`config.mk`:
```
export PLATFORM = sky130hd
export DESIGN_NAME = instruction_fetch_unit
export DESIGN_NICKNAME = d
export VERILOG_FILES = /design/src/rtl/instruction_fetch_unit.sv
export SDC_FILE = /design/constraint.sdc
export NUM_CORES = 1
export LEC_CHECK = 0
export CAP_MARGIN = 25
export CORE_MARGIN = 2
export CORE_UTILIZATION = 45
export CTS_BUF_LIST = sky130_fd_sc_hd__clkbuf_4
export DETAILED_ROUTE_END_ITERATION = 7
export DONT_BUFFER_PORTS = 1
export HOLD_SLACK_MARGIN = 0.08
export PLACE_DENSITY_LB_ADDON = 0.1
export SLEW_MARGIN = 0
export SYNTH_ARGS = -nofsm -noshare
export SYNTH_HDL_FRONTEND = slang
export SYNTH_SLANG_ARGS = --single-unit
```
`constraint.sdc`:
```
create_clock -name clock_i -period 3.1 [get_ports clock_i]
set_input_delay 0.62 -clock clock_i [delete_from_list [all_inputs] [get_ports clock_i]]
set_output_delay 0.62 -clock clock_i [all_outputs]
set_load 0.05 [all_outputs]
```
`src/rtl/instruction_fetch_unit.sv`:
```
`default_nettype none
// +----------------------------------------------------------------------------+
// | instruction_fetch_unit                                                     |
// | Fetches 16-bit instructions as byte pairs into a 2-entry queue.            |
// | Revision: 1.0                                                              |
// +----------------------------------------------------------------------------+
module instruction_fetch_unit #(
  parameter logic [15:0] RESET_PC = 16'h0000
) (
  input  logic        clock_i,
  input  logic        reset_n_i,
  output logic        imem_req_o,
  output logic [15:0] imem_addr_o,
  input  logic        imem_ack_i,
  input  logic [7:0]  imem_rdata_i,
  output logic [15:0] instr_o,
  output logic [15:0] instr_pc_o,
  output logic        instr_valid_o,
  input  logic        instr_ready_i,
  input  logic        redirect_i,
  input  logic [15:0] redirect_pc_i,
  output logic [15:0] fetch_pc_o
);

  typedef enum logic [1:0] {
    FETCH_HI = 2'd0,
    FETCH_LO = 2'd1,
    STALL    = 2'd2,
    DRAIN    = 2'd3
  } state_e;

  state_e      state_q, state_d;
  logic        run_q;
  logic [15:0] pc_q, pc_d;
  logic [15:0] hold_q, hold_d;
  logic [7:0]  hi_q, hi_d;
  logic [1:0]  count_q, count_d;
  logic [15:0] pc0_q, pc0_d, ins0_q, ins0_d;
  logic [15:0] pc1_q, pc1_d, ins1_q, ins1_d;

  logic        w_req;
  logic        w_pop;
  logic        w_push;
  logic [1:0]  w_count_pop;
  logic [15:0] w_addr;

  always_comb begin
    // run_q keeps the request low until the first edge after reset release
    w_req = run_q && (state_q != STALL);
    case (state_q)
      FETCH_LO: w_addr = pc_q + 16'd1;
      DRAIN:    w_addr = hold_q;
      default:  w_addr = pc_q;
    endcase
    w_pop       = (count_q != 2'd0) && instr_ready_i;
    w_push      = w_req && (state_q == FETCH_LO) && imem_ack_i && !redirect_i;
    w_count_pop = count_q - {1'b0, w_pop};

    state_d = state_q;
    pc_d    = pc_q;
    hold_d  = hold_q;
    hi_d    = hi_q;
    count_d = w_count_pop + {1'b0, w_push};
    pc0_d   = pc0_q;
    ins0_d  = ins0_q;
    pc1_d   = pc1_q;
    ins1_d  = ins1_q;

    if (w_pop) begin
      pc0_d  = pc1_q;
      ins0_d = ins1_q;
    end
    if (w_push) begin
      if (w_count_pop == 2'd0) begin
        pc0_d  = pc_q;
        ins0_d = {hi_q, imem_rdata_i};
      end else begin
        pc1_d  = pc_q;
        ins1_d = {hi_q, imem_rdata_i};
      end
    end

    if (redirect_i) begin
      pc_d    = redirect_pc_i & 16'hFFFE;
      hi_d    = 8'h00;
      count_d = 2'd0;
      hold_d  = w_addr;
      state_d = (w_req && !imem_ack_i) ? DRAIN : FETCH_HI;
    end else begin
      case (state_q)
        FETCH_HI: if (w_req && imem_ack_i) begin
          hi_d    = imem_rdata_i;
          state_d = FETCH_LO;
        end
        FETCH_LO: if (w_req && imem_ack_i) begin
          pc_d    = pc_q + 16'd2;
          state_d = (w_count_pop == 2'd0) ? FETCH_HI : STALL;
        end
        STALL: if (w_pop) state_d = FETCH_HI;
        DRAIN: if (imem_ack_i) state_d = FETCH_HI;
        default: state_d = FETCH_HI;
      endcase
    end
  end

  always_ff @(posedge clock_i or negedge reset_n_i) begin
    if (!reset_n_i) begin
      state_q <= FETCH_HI;
      run_q   <= 1'b0;
      pc_q    <= RESET_PC;
      hold_q  <= RESET_PC;
      hi_q    <= 8'h00;
      count_q <= 2'd0;
      pc0_q   <= 16'h0000;
      ins0_q  <= 16'h0000;
      pc1_q   <= 16'h0000;
      ins1_q  <= 16'h0000;
    end else begin
      state_q <= state_d;
      run_q   <= 1'b1;
      pc_q    <= pc_d;
      hold_q  <= hold_d;
      hi_q    <= hi_d;
      count_q <= count_d;
      pc0_q   <= pc0_d;
      ins0_q  <= ins0_d;
      pc1_q   <= pc1_d;
      ins1_q  <= ins1_d;
    end
  end

  assign imem_req_o    = w_req;
  assign imem_addr_o   = w_addr;
  assign instr_o       = ins0_q;
  assign instr_pc_o    = pc0_q;
  assign instr_valid_o = (count_q != 2'd0);
  assign fetch_pc_o    = pc_q;

endmodule
`default_nettype wire

```
==> results of run 1 <==
## worst reg2reg max path: cells and delay by family (launching register included)
| kind | cells | cell delay [ns] |
|---|---|---|
| xor gates and xnor gates | 1 | 0.35 |
| adders and majority gates | 1 | 0.18 |
| buffers and inverters | 2 | 0.30 |
| DFF | 1 | 0.40 |
| muxes | 1 | 0.33 |
| and+or+nand+nor | 4 | 0.97 |
## how the worst max path moves through the flow
stage / from / end
CTS: state_q[0] / imem_addr_o[1]
detailed placement: count_q[0] / pc1_q[9]
global placement: count_q[0] / pc1_q[14]
global route: state_q[0] / imem_addr_o[3]
floorplan: count_q[0] / ins1_q[0]
finish: state_q[0] / imem_addr_o[3]
## cell type report
| class | count | area [sq um] |
|---|---|---|
| clock buffer | 12 | 90.1 |
| tap | 140 | 175 |
| clock inverter | 4 | 17.5 |
| multi-input combinational | 279 | 2190 |
| inverter | 6 | 22.5 |
| timing repair buffer | 11 | 130 |
| sequential | 107 | 2680 |
| fill | 992 | 5680 |
## sequential cells by signal (all words and copies together), names as in the netlist
| name | count |
|---|---|
| run_q | 1 |
| hi_q | 8 |
| fetch_pc_o | 15 |
| ins1_q | 16 |
| pc1_q | 15 |
| count_q | 2 |
| instr_pc_o | 16 |
| instr_o | 16 |
| state_q | 2 |
| hold_q | 16 |
## report_power, final
| group | switching, mW | internal [mW] | total [mW] |
|---|---|---|---|
| Sequential | 0.702 | 1.70 | 2.40 |
| Combinational | 0.558 | 0.465 | 1.02 |
| Clock | 0.441 | 0.186 | 0.627 |
## layer usage
layer	global-route usage	wire (um)	up-vias	share of wire
li1	-	-	1466	-
met5	0	0	-	0
met1	0.255	5050	1444	0.49
met3	0.0516	614	12	0.060
met2	0.246	4450	76	0.43
met4	0.0700	179	0	0.017
## cells in the mapped netlist (2+ instances only)
| cell type | n | share of area |
|---|---|---|
| mux2_4 | 31 | 0.091 |
| nand2_1 | 53 | 0.039 |
| a22o_1 | 8 | 0.014 |
| o211ai_1 | 2 | 0.0029 |
| mux2i_1 | 35 | 0.069 |
| clkbuf_1 | 7 | 0.0051 |
| xnor2_1 | 7 | 0.012 |
| nand3_1 | 7 | 0.0069 |
| nor3_1 | 5 | 0.0049 |
| a22oi_1 | 2 | 0.0029 |
| nand2b_1 | 2 | 0.0024 |
| buf_12 | 3 | 0.012 |
| buf_6 | 4 | 0.0088 |
| o21ai_0 | 46 | 0.045 |
| xor2_1 | 4 | 0.0069 |
| nor3b_1 | 4 | 0.0059 |
| a21oi_1 | 2 | 0.0020 |
| nor2_1 | 8 | 0.0059 |
| nor4_1 | 5 | 0.0061 |
| ha_1 | 3 | 0.0073 |
| nand4_1 | 6 | 0.0073 |
| dfrtp_1 | 107 | 0.52 |
| inv_1 | 5 | 0.0037 |
| mux2_2 | 30 | 0.066 |
| nor2b_1 | 4 | 0.0049 |
| a221o_1 | 2 | 0.0039 |
| conb_1 | 2 | 0.0015 |
| and2_1 | 2 | 0.0024 |
| buf_2 | 14 | 0.014 |
## kinds of logic after synthesis
kind of cell / count (synthesis) / share of synthesized area
DFF: 107 / 0.524
and+or+nand+nor: 103 / 0.103
muxes: 96 / 0.226
AOI/OAI and AO/OA: 64 / 0.0732
buffers and inverters: 37 / 0.0470
xor gates and xnor gates: 11 / 0.0188
adders and majority gates: 3 / 0.00734
other: 2 / 0.00147
## stage by stage
stage	hold WS [ns]	std cells	power [mW]	cell area, sq um	utilization
detailed placement	0.327	541	3.44	5160	0.470
finish	0.195	559	4.05	5310	0.483
CTS	0.140	559	4.11	5310	0.483
global route	0.146	559	4.28	5310	0.483
global placement	0.327	541	3.41	5160	0.470
floorplan	0.324	423	3.27	5110	-
==> results.tsv, run 1 <==
stage	metric	value	unit
critical_path	worst path cell trace	and2_1 -> mux2_2	
flow_run	# Max-Cap Violations	0	
placement	post-DP HPWL	6560	um
global_routing	vias in the first global route	3057	
clock_network	Post-CTS Setup Repair Bufs	0	
floorplan	Die Area	12200	sq um
timing	Final Cycle Share	0.923	
critical_path	Crit path arrival time	2.24	ns
floorplan	Initial Utilization	0.465	
clock_network	maximum clock path buffer count	2	
cells_and_area	Syn-to-layout area delta	3.84	%
min_path	worst min-delay path endpoint	count_q[1]	
pwr	Peak VDD IR	0.323	mV
logic_synthesis	synthesized cell area	5110	sq um
critical_path	Top delay family on crit path	simple AND/OR/NAND/NOR gates	
logic_synthesis	syn_nets	455	
critical_path	Worst Reg2Reg Path Length in Cells	9	
detailed_routing	first drt pass iteration count	4	
cells_and_area	share of cells above drive strength 1	0.217	
detailed_routing	detailed router's first-iteration violation count	183	
clock_network	CTS H-tree lvls	3	
clock_network	Clock Latency Late Sink	0.47	ns
critical_path	Worst path slowest cell	and2_1	
detailed_routing	DRC viols	0	
pwr	P_leak	2.26	nW
critical_path	reg-to-reg startpoint	count_q[0]	
critical_path	crit end category	output port	
cells_and_area	commonest non-fill, non-tap cell in the layout	dfrtp_1	
detailed_routing	WL/cell	18.4	um
floorplan	Core ar.	11000	sq um
floorplan	Die W	111	um
clock_network	CTS tree	yes	
clock_network	Inserted Clock Buffers	9	
critical_path	CP Launch Type	register	
critical_path	Largest stage delay, worst path	0.62	ns
critical_path	critical path depth in cells	2	
logic_synthesis	Async S/R FF share, synth	1.00	
logic_synthesis	post-synthesis cell type count	42	
critical_path	CP Data Required Time	2.48	ns
clock_network	clock slew at reported path FFs	0.16	ns
clock_network	post_cts resized	0	
critical_path	flop2flop setup slack	0.47	ns
global_routing	first-pass GRT wire length	17100	um
critical_path	worst r2r dst	pc1_q[9]	
timing	Worst Setup Slack, final	0.239	ns
logic_synthesis	Synth Instances	423	
global_routing	total global routing overflow	0	
critical_path	Worst Path Buf+Inv	0	
critical_path	Crit Path Class	register to output port	
detailed_routing	post-DR vias/cell	5.36	
run_status	outcome	finished, final reports clean	
logic_synthesis	syn avg cell area	12.1	sq um
timing	slew margin rel.	0.388	
cells_and_area	Total Nets Final	446	
min_path	worst hold stages	1	
timing	final hold vios	0	
placement	Port-buffer cells	0	
timing	worst-margin pin slew	0.911	ns
global_routing	initial antenna violation count	0	
timing	Max Clock Skew	0.0186	ns
critical_path	CP Max Fanout	14	
logic_synthesis	number of flops mapped to enable cells by yosys	0	
logic_synthesis	Ys Warns	0	
timing	Total Neg Setup Slack	0	ns
min_path	hold crit path type	input pin to register	
placement	Final Wtd Congestion	0.745	
timing	# setup viols final	0	
min_path	Hold Crit Start	redirect_i	
detailed_routing	via count	2998	
cells_and_area	Antenna Cells	0	
placement	Placement Setup Slack	0.489	ns
logic_synthesis	ys flop type	dfrtp_1	
detailed_routing	total wire length	10300	um
pwr	pwr/cell area	763	nW/um^2
logic_synthesis	synthesized flop and latch total	107	
timing	min Tclk post-route	2.86	ns
clock_network	Root Driver	clkbuf_4	
logic_synthesis	register area share after synthesis	0.524	
floorplan	DIE HEIGHT	111	um
detailed_routing	DRT antenna net count	0	
global_routing	pin count of the biggest net entering global routing	108	
floorplan	number of placed I/O pins	95	
timing	Peak Freq	350	MHz
timing	Pins Over Slew Limit	0	
cells_and_area	commonest non-fill, non-tap cells in the layout	dfrtp_1 (107), nand2_1 (53), o21ai_0 (45)	
floorplan	Row Count	38	
clock_network	clock sink count	107	
clock_network	post-cts hold buffer count	2	
global_routing	Tot GR Track Use	0.176	
timing	unrepaired setup endpoints after global routing	no	
Note: power is estimated with default switching activity, not from simulation.
==> inputs of run 2 (changes only) <==
--- a/config.mk
+++ b/config.mk
@@ -5,12 +5,11 @@
 export SDC_FILE = /design/constraint.sdc
 export NUM_CORES = 1
 export LEC_CHECK = 0
-export CAP_MARGIN = 25
+export CAP_MARGIN = 20
 export CORE_MARGIN = 2
 export CORE_UTILIZATION = 45
 export CTS_BUF_LIST = sky130_fd_sc_hd__clkbuf_4
 export DETAILED_ROUTE_END_ITERATION = 7
-export DONT_BUFFER_PORTS = 1
 export HOLD_SLACK_MARGIN = 0.08
 export PLACE_DENSITY_LB_ADDON = 0.1
 export SLEW_MARGIN = 0
==> run 2 against run 1 <==
Net effect:
- sequential power shrank 20%
- sequential cell count unchanged
- sequential share of layout area fell by 7.4 points
- highest routed layer unchanged
==> results.tsv, run 2 (synthesis results as in run 1) <==
stage	metric	value	unit	change
clock_network	CTS tree	yes		
pwr	Peak VDD IR	0.364	mV	+13%
critical_path	worst path cell trace	buf_4 -> inv_1 -> a21boi_0 -> clkdlybuf4s50_1		
detailed_routing	total wire length	10900	um	+5.6%
critical_path	CP Data Required Time	2.48	ns	about the same
clock_network	Post-CTS Setup Repair Bufs	0		unchanged
global_routing	initial antenna violation count	0		unchanged
critical_path	Worst path slowest cell	clkdlybuf4s50_1		
pwr	P_leak	2.62	nW	+16%
critical_path	Worst Reg2Reg Path Length in Cells	9		unchanged
clock_network	clock slew at reported path FFs	0.15	ns	about the same
detailed_routing	DRC viols	0		unchanged
floorplan	Die W	111	um	unchanged
timing	Peak Freq	345	MHz	-1.2%
cells_and_area	commonest non-fill, non-tap cells in the layout	dfrtp_1 (107), clkdlybuf4s50_1 (88), nand2_1 (53)		
critical_path	Crit Path Class	register to output port		
global_routing	total global routing overflow	0		unchanged
cells_and_area	filler instances	971		-2.1%
timing	Final Cycle Share	0.934		+0.0115
run_status	outcome	finished, final reports clean		
detailed_routing	WL/cell	16.6	um	-9.7%
detailed_routing	DRT antenna net count	0		unchanged
floorplan	Core ar.	11000	sq um	unchanged
timing	worst-margin pin slew	0.948	ns	+0.0373 ns
timing	Total Neg Setup Slack	0	ns	unchanged
placement	post-DP HPWL	7230	um	+10%
placement	Placement Setup Slack	0.340	ns	-0.149 ns
min_path	hold crit path type	input pin to asynchronous set/reset pin		
timing	slew margin rel.	0.365		-0.0227
detailed_routing	via count	3462		+15%
cells_and_area	commonest non-fill, non-tap cell in the layout	dfrtp_1		
critical_path	worst r2r dst	ins1_q[13]		
floorplan	Die Area	12200	sq um	unchanged
detailed_routing	detailed router's first-iteration violation count	194		+6.0%
cells_and_area	Antenna Cells	0		unchanged
critical_path	Crit path arrival time	2.28	ns	+0.04 ns
critical_path	flop2flop setup slack	0.68	ns	+0.21 ns
critical_path	CP Max Fanout	9		-5
detailed_routing	first drt pass iteration count	4		unchanged
clock_network	Root Driver	clkbuf_4		
clock_network	post-cts hold buffer count	0		-2
timing	min Tclk post-route	2.90	ns	+0.0357 ns
clock_network	maximum clock path buffer count	2		unchanged
clock_network	Inserted Clock Buffers	9		unchanged
cells_and_area	share of cells above drive strength 1	0.193		-0.0246
critical_path	crit end category	output port		
placement	Final Wtd Congestion	0.761		+2.1%
timing	unrepaired setup endpoints after global routing	no		
clock_network	clock sink count	107		unchanged
floorplan	DIE HEIGHT	111	um	unchanged
critical_path	Largest stage delay, worst path	0.87	ns	+0.25 ns
global_routing	Tot GR Track Use	0.183		+0.00735
global_routing	vias in the first global route	3447		+13%
timing	Max Clock Skew	0.0122	ns	-0.00644 ns
critical_path	reg-to-reg startpoint	count_q[0]		
cells_and_area	Total Nets Final	542		+22%
flow_run	# Max-Cap Violations	0		unchanged
cells_and_area	Syn-to-layout area delta	21.6	%	
timing	final hold vios	0		unchanged
global_routing	first-pass GRT wire length	18000	um	+5.6%
pwr	pwr/cell area	712	nW/um^2	-6.7%
placement	Port-buffer cells	92		+92
detailed_routing	post-DR vias/cell	5.29		-1.3%
floorplan	number of placed I/O pins	95		unchanged
critical_path	CP Launch Type	register		
timing	Pins Over Slew Limit	0		unchanged
clock_network	post_cts resized	1		+1
clock_network	CTS H-tree lvls	3		unchanged
timing	Worst Setup Slack, final	0.203	ns	-0.0357 ns
floorplan	Row Count	38		unchanged
global_routing	pin count of the biggest net entering global routing	55		-49%
clock_network	Clock Latency Late Sink	0.45	ns	-0.02 ns
floorplan	Initial Utilization	0.465		unchanged
timing	# setup viols final	0		unchanged
run 2: worst max-delay path by stage:
stage	start	to	slack, ns	depth (start not counted)
2_1_floorplan	count_q[0]	ins1_q[0]	0.43	11
3_3_place_gp	instr_ready_i	ins1_q[13]	0.37	9
3_5_place_dp	instr_ready_i	ins1_q[13]	0.34	9
4_1_cts	state_q[0]	imem_addr_o[3]	0.15	3
5_1_grt	state_q[1]	imem_addr_o[9]	0.08	3
6_report	state_q[0]	imem_req_o	0.20	4
run 2: report_power, final:
| group | switching, mW | total, mW | internal, mW |
|---|---|---|---|
| sequential | 0.213 | 1.92 | 1.71 |
| combinational | 1.13 | 1.92 | 0.791 |
| clock | 0.428 | 0.589 | 0.160 |
| total | 1.77 | 4.43 | 2.66 |
run 2: per-stage QoR:
stage                     utilization  hold slack (ns)  power (mW)  instance area, sq um  cells
after global routing            0.566            0.205        4.68                  6210    654
after CTS                       0.566            0.182        4.48                  6210    654
after global placement          0.557            0.478        3.84                  6120    639
after floorplan                     -            0.324        3.27                  5110    423
after detailed placement        0.557            0.490        3.88                  6120    639
final                           0.566            0.180        4.43                  6210    654
run 2: per-layer routing:
metal,part of all wire,vias up,global-route usage,wire (um)
met5,0,-,0,0
met4,0.013,0,0.0625,141
met3,0.042,10,0.0346,452
met2,0.46,80,0.286,4990
met1,0.49,1708,0.257,5280
li1,-,1664,-,-
run 2: critical path, delay by kind of cell (launching register included):
family,cells,cell delay (ns)
flops,1,0.37
compound gates,1,0.30
buf+inv,3,1.16
run 2: layout make-up:
| class | instances | area (sq um) | share of cell area |
|---|---|---|---|
| Clock buffer | 10 | 75.1 | 0.0121 |
| Clock inverter | 5 | 21.3 | 0.00342 |
| Inverter | 6 | 22.5 | 0.00362 |
| Multi-Input combinational cell | 279 | 2200 | 0.353 |
| Sequential cell | 107 | 2680 | 0.431 |
| Tap cell | 140 | 175 | 0.0282 |
| Timing Repair Buffer | 107 | 1050 | 0.168 |
==> variant 1: new RTL, config.mk and constraints of run 2 <==
The 4 states of `state_e` get a one-hot encoding in 4 bits.
--- a/src/rtl/instruction_fetch_unit.sv
+++ b/src/rtl/instruction_fetch_unit.sv
@@ -24,7 +24,7 @@
 
-  typedef enum logic [1:0] {
-    FETCH_HI = 2'd0,
-    FETCH_LO = 2'd1,
-    STALL    = 2'd2,
-    DRAIN    = 2'd3
+  typedef enum logic [3:0] {
+    FETCH_HI = 4'b0001,
+    FETCH_LO = 4'b0010,
+    STALL    = 4'b0100,
+    DRAIN    = 4'b1000
   } state_e;
Behaviour: same outputs for any inputs over 4 cycles, from zero or initial values and one cycle with reset_n_i low; so few cycles prove little.
==> variant 1 against run 2 <==
- largest cell class unchanged
- cell area is 0.79% higher
- critical path type unchanged
- clock skew grew 0.0075 ns
- synthesized area shrank 1.0%
- total power is 8.3% lower
- sequential power fell by 6%
- wire length down 2.8%
- setup slack gained 0.18 ns
- first-iteration DRC count down 18%
- sequential cell count is 2 higher
==> variant 1: results (changes against run 2) <==
Run status
  • Status: complete, no violations

Power and ir drop
  • Worst vdd ir: 0.3113 mV (-15%)
  • Leakage: 2.989 nW (+14%)

Final layout
  • Area grow syn2layout: 23.79%
  • Multi-input logic cell count: 280 (+0.36%)
  • Fill cell total of the finished layout: 951 (-2.1%)
  • Inverters: 11 (+5)
  • Clock-cell share of area: 2.138% (+0.59 points)
  • Bufs w/o clock: 102 (-4.7%)
  • Sequential Area: 2729 um^2 (+1.9%)
  • Clock buffers: 11 (+1)
  • Fin cells: 658 (+0.61%)
  • Multi-input logic area: 2210 um^2 (+0.63%)

Worst setup path
  • Critical path arrival: 2.09 ns (-0.19 ns)
  • Crit Path Max Fanout: 16 (+7)

GRT
  • GRT met2 Usage: 29.84% (+1.2 points)
  • GRT Total Usage: 18.86% (+0.56 points)
  • Vias in the first global route: 3439 (-0.23%)
  • Pin count of the biggest net entering global routing: 57 (+3.6%)
  • GR Layer Usage met1: 25.74% (+0.059 points)

Logic synthesis
  • Syn Nets: 453 (-0.44%)
  • Synth unique cells: 45 (+7.1%)
  • Syn avg cell area: 12.02 um^2 (-0.56%)
  • Sequential-to-total area share from yosys stat: 53.95% (+1.6 points)
  • Most frequent cells after synthesis: 108 x dfrtp_1, 100 x mux2_2, 54 x nor2_1
  • Syn Inst Count: 421 (-0.47%)

Place
  • Pre-CTS setup slack: 0.4095 ns (+0.06951 ns)
  • DP Area: 6123 um^2 (+0.12%)
  • Dpl hpwl: 7.173 mm (-0.73%)
  • DP Cell Count: 642 (+0.47%)
  • Gpl congestion: 0.8344 (+9.7%)

Detailed routing
  • WL/cell: 16.05 um (-3.4%)
  • DRT iter0 DRCs: 159 (-18%)
==> variant 1: routing by layer <==
| metal | part of all wire, % | routed length [um] |
|---|---|---|
| met1 | 47 | 4928 |
| met2 | 47 | 5007 |
| met3 | 4.4 | 467 |
| met4 | 1.5 | 155 |
| met5 | 0 | 0 |
==> variant 1: power groups by stage <==
stage	Combinational (mW)	Sequential, mW	Clock, mW
finish	1.54	1.81	0.709
CTS	1.56	1.81	0.731
global route	1.65	1.84	0.790
global placement	1.54	1.83	0
detailed placement	1.56	1.84	0
floorplan	0.668	2.22	0
==> variant 1: timing repair <==
item	CTS	global route
endpoints found under the setup margin	0	2
buffers inserted	0	0
resized for setup	0	2
==> variant 1: final timing paths <==
kind                            slack [ns]              startpoint                         end  depth (start not counted)
worst max-delay path                  0.39  state_q[1]$_DFFE_PN0P_             imem_addr_o[12]                          4
worst min-delay path                  0.19               reset_n_i       instr_o[12]$_DFF_PN0_                          1
worst max register to register        0.81  state_q[3]$_DFFE_PN0P_  fetch_pc_o[12]$_DFFE_PN0P_                          4
worst min register to register        0.52   hold_q[5]$_DFFE_PN0P_       hold_q[5]$_DFFE_PN0P_                          2
max in group asynchronous             2.08               reset_n_i      state_q[0]$_DFFE_PN1P_                          2
min in group clock_i                  0.52   hold_q[5]$_DFFE_PN0P_       hold_q[5]$_DFFE_PN0P_                          2
==> variant 1: cells by family after synthesis <==
kind of cell,Yosys count,synth area share [%]
compound gates,39,5.244
buf+inv,32,2.770
fa+ha+maj,3,0.7421
xor+xnor,11,1.904
flops,109,53.95
mux,111,24.44
simple gates,114,10.81
other cells,2,0.1485
==> variant 1: critical path: stages (launching register included) <==
cell and delay, ns:
dfrtp_1 0.50, nor4b_4 0.29, buf_4 0.29, mux2_2 0.38
buf_4 0.19
==> variant 2: new RTL, settings of run 2 <==
Without the edit above. `hi_q`, `pc0_q` and `pc1_q` no longer have a reset.
--- a/src/rtl/instruction_fetch_unit.sv
+++ b/src/rtl/instruction_fetch_unit.sv
@@ -111,7 +111,4 @@
       hold_q  <= RESET_PC;
-      hi_q    <= 8'h00;
       count_q <= 2'd0;
-      pc0_q   <= 16'h0000;
       ins0_q  <= 16'h0000;
-      pc1_q   <= 16'h0000;
       ins1_q  <= 16'h0000;
@@ -122,9 +119,12 @@
       hold_q  <= hold_d;
-      hi_q    <= hi_d;
       count_q <= count_d;
-      pc0_q   <= pc0_d;
       ins0_q  <= ins0_d;
-      pc1_q   <= pc1_d;
       ins1_q  <= ins1_d;
     end
+  end
+
+  always_ff @(posedge clock_i) begin
+    hi_q  <= hi_d;
+    pc0_q <= pc0_d;
+    pc1_q <= pc1_d;
   end
Check against the original RTL: differs if reset_n_i is asserted again (counterexample within 4 cycles, from zero or initial values and one cycle with reset_n_i low); with reset_n_i held inactive, the same outputs for 4 cycles.
==> variant 2 against run 2 <==
- cell area decreased by 5.7%
- setup slack improved by 0.024 ns
- total power increased by 1.3%
- global-route usage decreased by 0.50 points
- wire length decreased by 10%
- combinational power increased by 2%
- sequential cell count unchanged
- synthesized area decreased by 7.2%
- critical path type unchanged
- critical endpoint is now imem_addr_o[15]
- largest power group is now combinational cells
==> variant 2: results (changes against run 2) <==
Logic synthesis
  • Syn Nets: 441 (-3.1%)
  • Synth Area in Compound Gates: 6.225% (-1.1 points)
  • Post-synth EDFFs: 15 (+15)
  • Syn avg cell area: 11.60 um^2 (-4.0%)
  • Async S/R FF share, synth: 63.55% (-36 points)
  • Post-Synth XOR/XNOR Area: 2.400% (+0.52 points)
  • Top cells by area, synth: dfrtp_1 36%, mux2_2 11%, dfxtp_1 10%
  • Fraction of synthesized area in multiplexers: 20.28% (-2.3 points)

Final layout
  • Fill cell total of the finished layout: 924 (-4.8%)
  • Clock-cell share of area: 2.113% (+0.56 points)
  • Fin nets: 526 (-3.0%)
  • Bufs w/o clock: 102 (-4.7%)
  • Fraction of area in multi-input gates: 33.04% (-2.3 points)
  • NonClk Buf Share: 16.65% (-0.19 points)
  • Sequential share of cell area: 44.91% (+1.8 points)

Worst setup path
  • Worst setup path startpoint: state_q[1]$_DFFE_PN0P_
  • FF-to-FF End: ins1_q[10]$_DFFE_PN0P_
  • Critical path arrival: 2.25 ns (-0.03 ns)
  • Crit Path Max Fanout: 10 (+1)

Power and ir drop
  • Internal: 2.596 mW (-2.4%)
  • Combinational gate power: 1.96 mW (+2%)
  • Worst vdd ir: 0.5634 mV (+55%)
  • Clock-net power: 642 uW (+9.0%)

CTS
  • Post-CTS sizing: 11 (+10)

STA
  • Worst Skew: 0.02642 ns (+0.01424 ns)
  • Worst slew pin tran: 0.8858 ns (-0.06256 ns)

Run status
  • Status: complete, no violations

GRT
  • GRT met2 Usage: 27.30% (-1.3 points)
  • GRT met3 Usage: 3.040% (-0.42 points)
  • First-pass GRT wire length: 16.19 mm (-10%)

Detailed routing
  • WL final: 9.727 mm (-10%)
  • Routed vias: 3212 (-7.2%)
  • Metal3 WL: 418 um (-7.5%)
[variant 2: changes by cell type in the layout (fill, tap and decap cells not counted), sizes merged, moves of 10 or more]
cell           delta
dfrtp            -39
dfxtp            +24
edfxtp           +15
mux2             -15
clkdlybuf4s50    -10
dlygate4sd2      +10
[variant 2: critical path, cell delays in order (launching register included)]
cell and delay (ns):
dfrtp_1 0.41, buf_4 0.17, nand2_1 0.16, mux2_2 0.37, clkdlybuf4s50_1 0.71
[variant 2: stage by stage]
step	utilization (%)	total power, mW
2_1_floorplan	-	3.259
3_3_place_gp	55.92	3.868
3_5_place_dp	55.92	3.904
4_1_cts	57.01	4.536
5_1_grt	57.04	4.728
6_report	57.04	4.483
[variant 2: kinds of logic after synthesis]
group | after synthesis
DFF | 107
other | 2
and+or+nand+nor | 105
adders and majority gates | 3
AOI/OAI and AO/OA | 55
xor gates and xnor gates | 13
buffers and inverters | 34
muxes | 90
